--- src/rtl/des_nic_engine_sequencer.sv ---
// Round sequencer for the NoC DES processing element: load, N rounds, then hold result until ack.
// Define DES_SEQ_DECRYPT_EN to build the decrypt mode register and decrypt key schedule.
module des_nic_engine_sequencer #(
  parameter int ROUNDS = 16
) (
  input  logic       clk,
  input  logic       reset,
  input  logic       start_strobe_din,
  input  logic       decrypt_din,
  input  logic       result_ack_din,
  output logic       busy_engine_dout,
  output logic       load_dout,
  output logic       round_enable_dout,
  output logic [3:0] round_count_dout,
  output logic [1:0] key_shift_dout,
  output logic       key_shift_right_dout,
  output logic       last_round_dout,
  output logic       mode_dout,
  output logic       result_valid_dout
);

  typedef enum logic [1:0] {
    S_IDLE  = 2'd0,
    S_LOAD  = 2'd1,
    S_ROUND = 2'd2,
    S_DONE  = 2'd3
  } state_e;

  localparam logic [3:0] LAST_ROUND = 4'(ROUNDS - 1);

  state_e     state_q, state_d;
  logic [3:0] count_q, count_d;
  logic       is_last;
  logic       is_decrypt;

  assign is_last = (count_q == LAST_ROUND);

  // NOTE: state registers use non-blocking assignments so every flop samples pre-edge values.
  always_ff @(posedge clk) begin
    if (reset) begin
      state_q <= S_IDLE;
      count_q <= '0;
    end else begin
      state_q <= state_d;
      count_q <= count_d;
    end
  end

  // NOTE: every combinational output gets a default first, so no path can infer a latch.
  always_comb begin
    state_d = state_q;
    count_d = count_q;
    case (state_q)
      S_IDLE:  if (start_strobe_din) state_d = S_LOAD;
      S_LOAD: begin
        count_d = '0;
        state_d = S_ROUND;
      end
      S_ROUND: begin
        // Counter holds at the last index instead of wrapping.
        if (is_last) state_d = S_DONE;
        else         count_d = count_q + 4'd1;
      end
      S_DONE:  if (result_ack_din) state_d = S_IDLE;
      default: state_d = S_IDLE;
    endcase
  end

`ifdef DES_SEQ_DECRYPT_EN
  logic mode_q, mode_d;

  always_ff @(posedge clk) begin
    if (reset) mode_q <= 1'b0;
    else       mode_q <= mode_d;
  end

  always_comb begin
    mode_d = mode_q;
    if (state_q == S_IDLE && start_strobe_din) mode_d = decrypt_din;
  end

  assign is_decrypt = mode_q;
`else
  logic unused_decrypt;
  assign unused_decrypt = decrypt_din;
  assign is_decrypt     = 1'b0;
`endif

  // All outputs decode registered state only; no input reaches an output combinationally.
  always_comb begin
    busy_engine_dout     = (state_q != S_IDLE);
    load_dout            = (state_q == S_LOAD);
    round_enable_dout    = (state_q == S_ROUND);
    round_count_dout     = count_q;
    last_round_dout      = (state_q == S_ROUND) && is_last;
    result_valid_dout    = (state_q == S_DONE);
    mode_dout            = is_decrypt;
    key_shift_dout       = 2'd0;
    key_shift_right_dout = 1'b0;
    if (state_q == S_ROUND) begin
      key_shift_right_dout = is_decrypt;
      case (count_q)
        4'd0:               key_shift_dout = is_decrypt ? 2'd0 : 2'd1;
        4'd1, 4'd8, 4'd15:  key_shift_dout = 2'd1;
        default:            key_shift_dout = 2'd2;
      endcase
    end
  end

endmodule

--- config.mk ---
export PLATFORM = sky130hd
export DESIGN_NAME = des_nic_engine_sequencer
export DESIGN_NICKNAME = d
export VERILOG_FILES = /design/src/rtl/des_nic_engine_sequencer.sv
export SDC_FILE = /design/constraint.sdc
export NUM_CORES = 1
export LEC_CHECK = 0
export ABC_AREA = 1
export CAP_MARGIN = 20
export CORE_AREA = 2 2 39 41
export DETAILED_ROUTE_END_ITERATION = 10
export DIE_AREA = 0 0 41 43
export PLACE_DENSITY_LB_ADDON = 0.2
export SLEW_MARGIN = 5
export SYNTH_ARGS = -nofsm -noshare
export SYNTH_HDL_FRONTEND = slang
export SYNTH_SLANG_ARGS = --single-unit
--- constraint.sdc ---
create_clock -name clk -period 1.5 [get_ports clk]
set_clock_uncertainty 0.1 [all_clocks]
set_input_delay 0.225 -clock clk [delete_from_list [all_inputs] [get_ports clk]]
set_output_delay 0.225 -clock clk [all_outputs]
set_load 0.005 [all_outputs]
* Yosys cells after proc, flatten, opt, wreduce, memory -nomap -nowiden
Cells that the tools add are included.
Storage, ports and cells: memory bits (read-only) 0, bits in writable memories 0, latch bits 0, memories 0, register bits after elaboration 6, output and inout bits 13
Operators by class: equality and inequality tests 10, div/mod/pow operators 0, reductions and logical operators 8, shift-type cells 0, muxes and demuxes 8, add/sub/neg operators 1, $mul 0, bitwise logic cells 0, magnitude comparators 0
Operator list (count):
- 2-to-1 mux 2 bit | 5
- equality test 4 bit, second input constant | 2
- one-hot mux 2 bit (4 select lines) | 1
- one-hot mux 4 bit (2 select lines) | 1
- inequality test 2 bit, second input constant | 3
- adder 4 x 1 -> 4 bit, second input constant | 1
- equality test 2 bit, second input constant | 2
- equality test 4 x 1 -> 1 bit, second input constant | 1
- logical NOT 4 bit | 1
- 2-to-1 mux 4 bit | 1
- nonzero test 2 bit | 2
- OR reduction 4 bit | 1
- AND reduction 3 bit | 1
- equality test 2 x 1 -> 1 bit, second input constant | 1
- logical NOT 2 bit | 1
- inequality test 2 x 1 -> 1 bit, second input constant | 1
- AND reduction 2 bit | 1
- logical AND 1 bit | 1

* Depth between registers and ports, before layout
Gate-level depths: netlist of the first run.
depth after elaboration 4, depth in mapped cells 8, mapped depth without buffers 8

* Least setup slack after synthesis of the first run
OpenSTA, ideal clock, no wires.
path type reg-to-output, start register count_q[0], in the netlist round_count_dout[0], end output port key_shift_dout[1], stages on the path, launching flop included 5, slack 0.179 ns, data arrival time 0.996 ns, cell sequence dfxtp_1 > inv_1 > ha_1 > a21o_1 > a21oi_1
Between the ends: word-level cells in the longest chain between the ends 4, elaborated cells on any way between the ends 7, those cells by class eq/ne: 3; mux: 2; reduce/logical: 2
Ends and longest elaborated chain:
- from (decl) | RTL line 32 | logic [3:0] count_q, count_d;
- from (signal assigned) | RTL line 45 | count_q <= count_d;
- equality test 4 bit (tied with other cells) | RTL line 102 | case (count_q)
- OR reduction 4 bit (no source line) (*)
- 2-to-1 mux 2 bit (*) | RTL line 102
- 2-to-1 mux 2 bit (*) | RTL line 100 | if (state_q == S_ROUND) begin
- to (decl) | RTL line 15 | output logic [1:0] key_shift_dout,
Every way passes the cells marked *; elsewhere a longest branch is shown, timed or not.

* Worst setup path after layout of the first run
start register count_q[1], in the netlist round_count_dout[1], end output port key_shift_dout[0]
Same word-level chain as after synthesis.

==> results.py, run 1 <==
metrics = {
    "cts": {
        "root_buffer": "clkbuf_4",
        "numCtsBuffers": 3,
        "hold_buffers": 0,
        "cts_tree": "done",
        "cts_sinks": 6,
        "insertion_delay_ns": 0.25,
        "clockBufferDepth": 2,
        "h-tree-depth": 1,
        "clk_pin_slew_ns": 0.05,
    },
    "layout": {
        "nNetsFinal": 123,
        "final_area_um2": 889.6,
        "area_growth_pct": 84.20,
        "layout.cells.most_common_list": "22 x buf_4, 13 x nand2_1, 10 x inv_1",
        "fillers": 113,
        "final_cells": 124,
        "antennaDiodeCount": 0,
        "postLayoutCoreUtil_pct": 64.29,
        "layout-drive-gt1-share_pct": 50.00,
        "mostFrequentLayoutCell": "buf_4",
    },
    "drt": {
        "num_vias": 564,
        "avgRoutedWirePerCell_um": 10.78,
        "drc_errors": 0,
        "ant_nets": 0,
        "dr.pass1.iters": 4,
        "dr.first_iter.drc_count": 6,
        "wl_um": 1337,
        "viasPerCell": 4.548,
    },
    "global_routing": {
        "grt_pass1_vias": 510,
        "grt_max_degree": 9,
        "grt_overflow": 0,
        "gr-usage-all-layers_pct": 17.14,
        "grt_pass1_wl_um": 2021,
        "antenna_found_initial": 0,
    },
    "placed_design": {
        "post-place-ws_ns": -0.2955,
        "postPlaceCellArea_um2": 752.0,
        "numPortBuffers": 14,
        "place.gp.congestion": 0.7771,
        "hpwlAfterDp_um": 890.7,
        "place_inst": 114,
    },
    "die": {
        "coreArea_um2": 1384,
        "rows": 14,
        "ios": 18,
        "die_h_um": 43,
        "dieArea_um2": 1763,
        "die_w_um": 41,
        "start_util_pct": 34.90,
    },
    "setup_path": {
        "r2r-start": "round_count_dout[0]",
        "cp_slowest_stage_delay_ns": 0.32,
        "crit_type": "reg2out",
        "worstPathArrival_ns": 1.29,
        "worstPathMaxFanout": 2,
        "r2r_end": "round_count_dout[2]",
        "reg2reg_setup_slack_ns": 0.10,
        "worstSetupEndpointType": "output pin",
        "start_kind": "flop",
        "cp.required_ns": 1.17,
        "crit_chain": "inv_2 > ha_4 > a21o_1 > nand2_1 > a21oi_1 > buf_2",
        "slowest_stage": "dfxtp_2",
        "r2r_cells": 6,
    },
    "timing": {
        "whs_ns": 0.4962,
        "rsz0062_at_grt": "yes",
        "fmax_mhz": 620.7,
        "fin_ws_ns": -0.1110,
        "period_needed_ns": 1.611,
        "min_period_over_period_pct": 107.4,
        "finalSetupViolCount": 2,
        "slew_violations": 0,
        "hold_viol": 0,
    },
    "outcome": {
        "violations": "setup timing",
        "status": "finished, violations left",
    },
    "yosys": {
        "ys_seq_area_share_pct": 24.87,
        "synth_area_per_cell_um2": 6.999,
        "ys_types": 16,
        "synth_area_leaders": "dfxtp_1 25%, ha_1 21%, inv_1 11%, nand2_1 10%, a21oi_1 7.3%",
        "synth_top_area_share_pct": 24.87,
        "synth_top_area_cell": "dfxtp_1",
        "syn_inst": 69,
        "ys_seq_elements": 6,
        "synth_warnings": 0,
        "mappedNetlistArea_um2": 483.0,
    },
    "power": {
        "power.density_nw_per_um2": 1301,
        "ir_drop_mv": 0.6865,
        "power.leakage_nw": 0.4523,
    },
    "worst_hold_path": {
        "worstHoldStart": "state_q[1]",
        "hold_path.class": "reg2reg",
        "hold_end": "state_q[1]",
        "hold_depth": 3,
    },
    "flow_run": {
        "maxCapViolations": 0,
    },
}
## flip-flops by register name, indices dropped and copies added, names as in the netlist
name              flops
round_count_dout      4
state_q               2
## kinds of logic after synthesis
logic type,after synthesis,synth area share [%]
buffers and inverters,16,13.99
other,1,0.7765
flip-flops,6,24.87
AO/OA/AOI/OAI,10,12.44
AND/OR/NAND/NOR,28,27.20
adder cells (fa/ha/maj),8,20.73
## where the power goes
part	leakage (nW)	internal [W]	total, W	switching [W]
clock network	0.0138	0.0000910	0.000157	0.0000660
registers	0.0518	0.000205	0.000247	0.0000415
logic	0.387	0.000410	0.000753	0.000343
total	0.452	0.000706	0.00116	0.000451
## per-stage QoR
| step | setup TNS, ns | total power (W) |
|---|---|---|
| 2_1_floorplan | 0 | 0.0005172 |
| 3_3_place_gp | -0.6881 | 0.0008643 |
| 3_5_place_dp | -0.8213 | 0.0008693 |
| 4_1_cts | -0.1209 | 0.001126 |
| 5_1_grt | -0.3116 | 0.001249 |
| 6_report | -0.1811 | 0.001157 |
## worst max path at each step
| stage | cells after the start | startpoint | to |
|---|---|---|---|
| after floorplan | 4 | round_count_dout[0] | key_shift_dout[1] |
| after detailed placement | 5 | round_count_dout[0] | key_shift_dout[1] |
| after CTS | 6 | round_count_dout[0] | key_shift_dout[0] |
| after global routing | 6 | round_count_dout[1] | key_shift_dout[0] |
| final | 6 | round_count_dout[1] | key_shift_dout[0] |
| after global placement | 5 | round_count_dout[0] | key_shift_dout[1] |
## routing by layer
metal	vias up	share of wire [%]	GRT usage, %
met3	5	2.8	3.141
met2	10	47	24.06
met1	259	47	22.48
met4	0	2.7	12.00
li1	290	-	-
met5	-	0	0
## cells in the mapped netlist, drive strengths merged
| cell | n |
|---|---|
| conb | 1 |
| nand3 | 7 |
| a21oi | 8 |
| dfxtp | 6 |
| o21ai | 1 |
| buf | 2 |
| nand2 | 14 |
| inv | 14 |
| or2 | 1 |
| nor2 | 5 |
| a21o | 1 |
| nand4 | 1 |
| ha | 8 |
## timing repair
item / 4_1_cts / 5_1_grt
setup endpoints to repair: 11 / 6
resized for setup: 44 / 8
pin swaps: 8 / 4
buffers inserted: 7 / 0
## cell type report
type / count / area, um2 / share of cell area (%)
well taps: 16 / 20.02 / 2.250
multi-input cells: 48 / 367.9 / 41.35
inverters: 14 / 55.05 / 6.188
clock buffers: 3 / 22.52 / 2.532
repair buffers: 37 / 294.0 / 33.05
flip-flops and latches: 6 / 130.1 / 14.63
## worst max-delay path: cells and delay by family (launching register included)
| family | cells | cell delay, ns |
|---|---|---|
| AO/OA/AOI/OAI | 2 | 0.28 |
| adder cells (fa/ha/maj) | 1 | 0.13 |
| buffers and inverters | 2 | 0.23 |
| flip-flops | 1 | 0.32 |
| AND/OR/NAND/NOR | 1 | 0.07 |
Power figures use the tool's default switching activity.
==> run 2: changes to the inputs <==
--- a/config.mk
+++ b/config.mk
@@ -8,9 +8,10 @@
 export ABC_AREA = 1
 export CAP_MARGIN = 20
 export CORE_AREA = 2 2 39 41
+export CTS_CLUSTER_DIAMETER = 120
 export DETAILED_ROUTE_END_ITERATION = 10
 export DIE_AREA = 0 0 41 43
-export PLACE_DENSITY_LB_ADDON = 0.2
+export PLACE_DENSITY = 0.68
 export SLEW_MARGIN = 5
 export SYNTH_ARGS = -nofsm -noshare
 export SYNTH_HDL_FRONTEND = slang
==> results.py, run 2 (same netlist as run 1, synthesis figures left out) <==
metrics = {
    "cts": {
        "numCtsBuffers": 3,
        "insertion_delay_ns": 0.25,
        "clockBufferDepth": 2,
        "clk_pin_slew_ns": 0.05,
        "cts_tree": "done",
        "hold_buffers": 0,
        "root_buffer": "clkbuf_4",
        "h-tree-depth": 1,
        "cts_sinks": 6,
    },
    "global_routing": {
        "grt_max_degree": 9,
        "gr-usage-met1_pct": 20.45,
        "antenna_found_initial": 0,
        "grt_pass1_wl_um": 2007,
        "grtUsageMet2_pct": 27.81,
        "gr-usage-all-layers_pct": 16.82,
        "grt.busiest_layer": "met2",
        "grt_overflow": 0,
        "grt_use_met3_pct": 4.712,
        "grt_pass1_vias": 497,
    },
    "layout": {
        "postLayoutCoreUtil_pct": 61.93,
        "largest_register_ffs": 4,
        "final_area_um2": 857.1,
        "nNetsFinal": 120,
        "area_growth_pct": 77.46,
        "mostFrequentLayoutCell": "buf_4",
        "antennaDiodeCount": 0,
        "layout-drive-gt1-share_pct": 49.52,
        "final_cells": 121,
        "layout.cells.most_common_list": "15 x buf_4, 13 x nand2_1, 9 x inv_1",
    },
    "outcome": {
        "status": "finished, violations left",
        "violations": "setup timing",
    },
    "placed_design": {
        "hpwlAfterDp_um": 931.1,
        "post-place-ws_ns": -0.2625,
        "place_inst": 112,
        "numPortBuffers": 14,
        "place.gp.congestion": 0.7789,
        "postPlaceCellArea_um2": 737.0,
    },
    "drt": {
        "viasPerCell": 4.603,
        "dr.pass1.iters": 4,
        "num_vias": 557,
        "wl_um": 1401,
        "dr.first_iter.drc_count": 4,
        "ant_nets": 0,
        "drc_errors": 0,
        "avgRoutedWirePerCell_um": 11.58,
    },
    "timing": {
        "finalSetupViolCount": 2,
        "min_period_over_period_pct": 105.5,
        "period_needed_ns": 1.582,
        "hold_viol": 0,
        "rsz0062_at_grt": "yes",
        "fin_ws_ns": -0.08194,
        "slew_violations": 0,
        "fmax_mhz": 632.1,
        "tns_ns": -0.1306,
    },
    "power": {
        "power.density_nw_per_um2": 1250,
        "ir_drop_mv": 0.6939,
        "power.leakage_nw": 0.4345,
    },
    "setup_path": {
        "crit_type": "reg2out",
        "cp.required_ns": 1.17,
        "worstPathArrival_ns": 1.26,
        "worstPathMaxFanout": 4,
        "worstSetupEndpointType": "output pin",
        "reg2reg_setup_slack_ns": 0.02,
        "start_kind": "flop",
    },
    "die": {
        "ios": 18,
        "rows": 14,
        "die_w_um": 41,
        "coreArea_um2": 1384,
        "start_util_pct": 34.90,
        "dieArea_um2": 1763,
        "die_h_um": 43,
    },
    "worst_hold_path": {
        "hold_path.class": "reg2reg",
    },
    "flow_run": {
        "maxCapViolations": 0,
    },
}
[run 2: cell types whose count changed in the layout (fill, tap and decap cells not counted), moves of 2 or more]
cell | previous run | this run
buf_4 | 22 | 15
buf_6 | 0 | 5
ha_1 | 1 | 3
ha_4 | 4 | 2
inv_2 | 3 | 5
[run 2: routing by layer]
layer,routed length [um],vias to the layer above
li1,-,289
met1,583,254
met2,735,12
met3,63,2
met4,18,0
met5,0,-
[run 2: layout make-up]
cell class / instances / area, um2
inverters: 14 / 52.55
clock buffers: 3 / 22.52
repair buffers: 34 / 277.8
well taps: 16 / 20.02
multi-input cells: 48 / 351.6
fillers: 122 / 526.8
flip-flops and latches: 6 / 132.6
[run 2: what timing repair did]
action	CTS	global route
resized for setup	48	7
pin swaps	7	3
buffers inserted	5	1
setup endpoints to repair	11	7
[run 2: power by group]
part	internal [W]	switching, W
logic	0.000351	0.000325
registers	0.000204	0.0000395
clock network	0.0000906	0.0000603
total	0.000646	0.000425
[run 2: worst paths after layout]
kind,from,to,cells past startpoint
setup / recovery,round_count_dout[0],key_shift_dout[0],5
hold / removal,state_q[0],state_q[0],3
setup reg to reg,round_count_dout[1],round_count_dout[2],7
hold reg to reg,state_q[0],state_q[0],3
[run 2: worst max-delay path: stages (launching register included)]
cell     delay [ns]
dfxtp_4        0.36
ha_1           0.20
a21o_1         0.20
nand2_1        0.08
a21oi_2        0.05
buf_2          0.12
[run 2: metrics by stage]
stage | hold slack (ns) | total power, W
after CTS | 0.4932 | 0.001055
after global routing | 0.5241 | 0.001169
final | 0.4893 | 0.001071
after detailed placement | 0.4784 | 0.0008501
after global placement | 0.4793 | 0.0008330
after floorplan | 0.1874 | 0.0005172
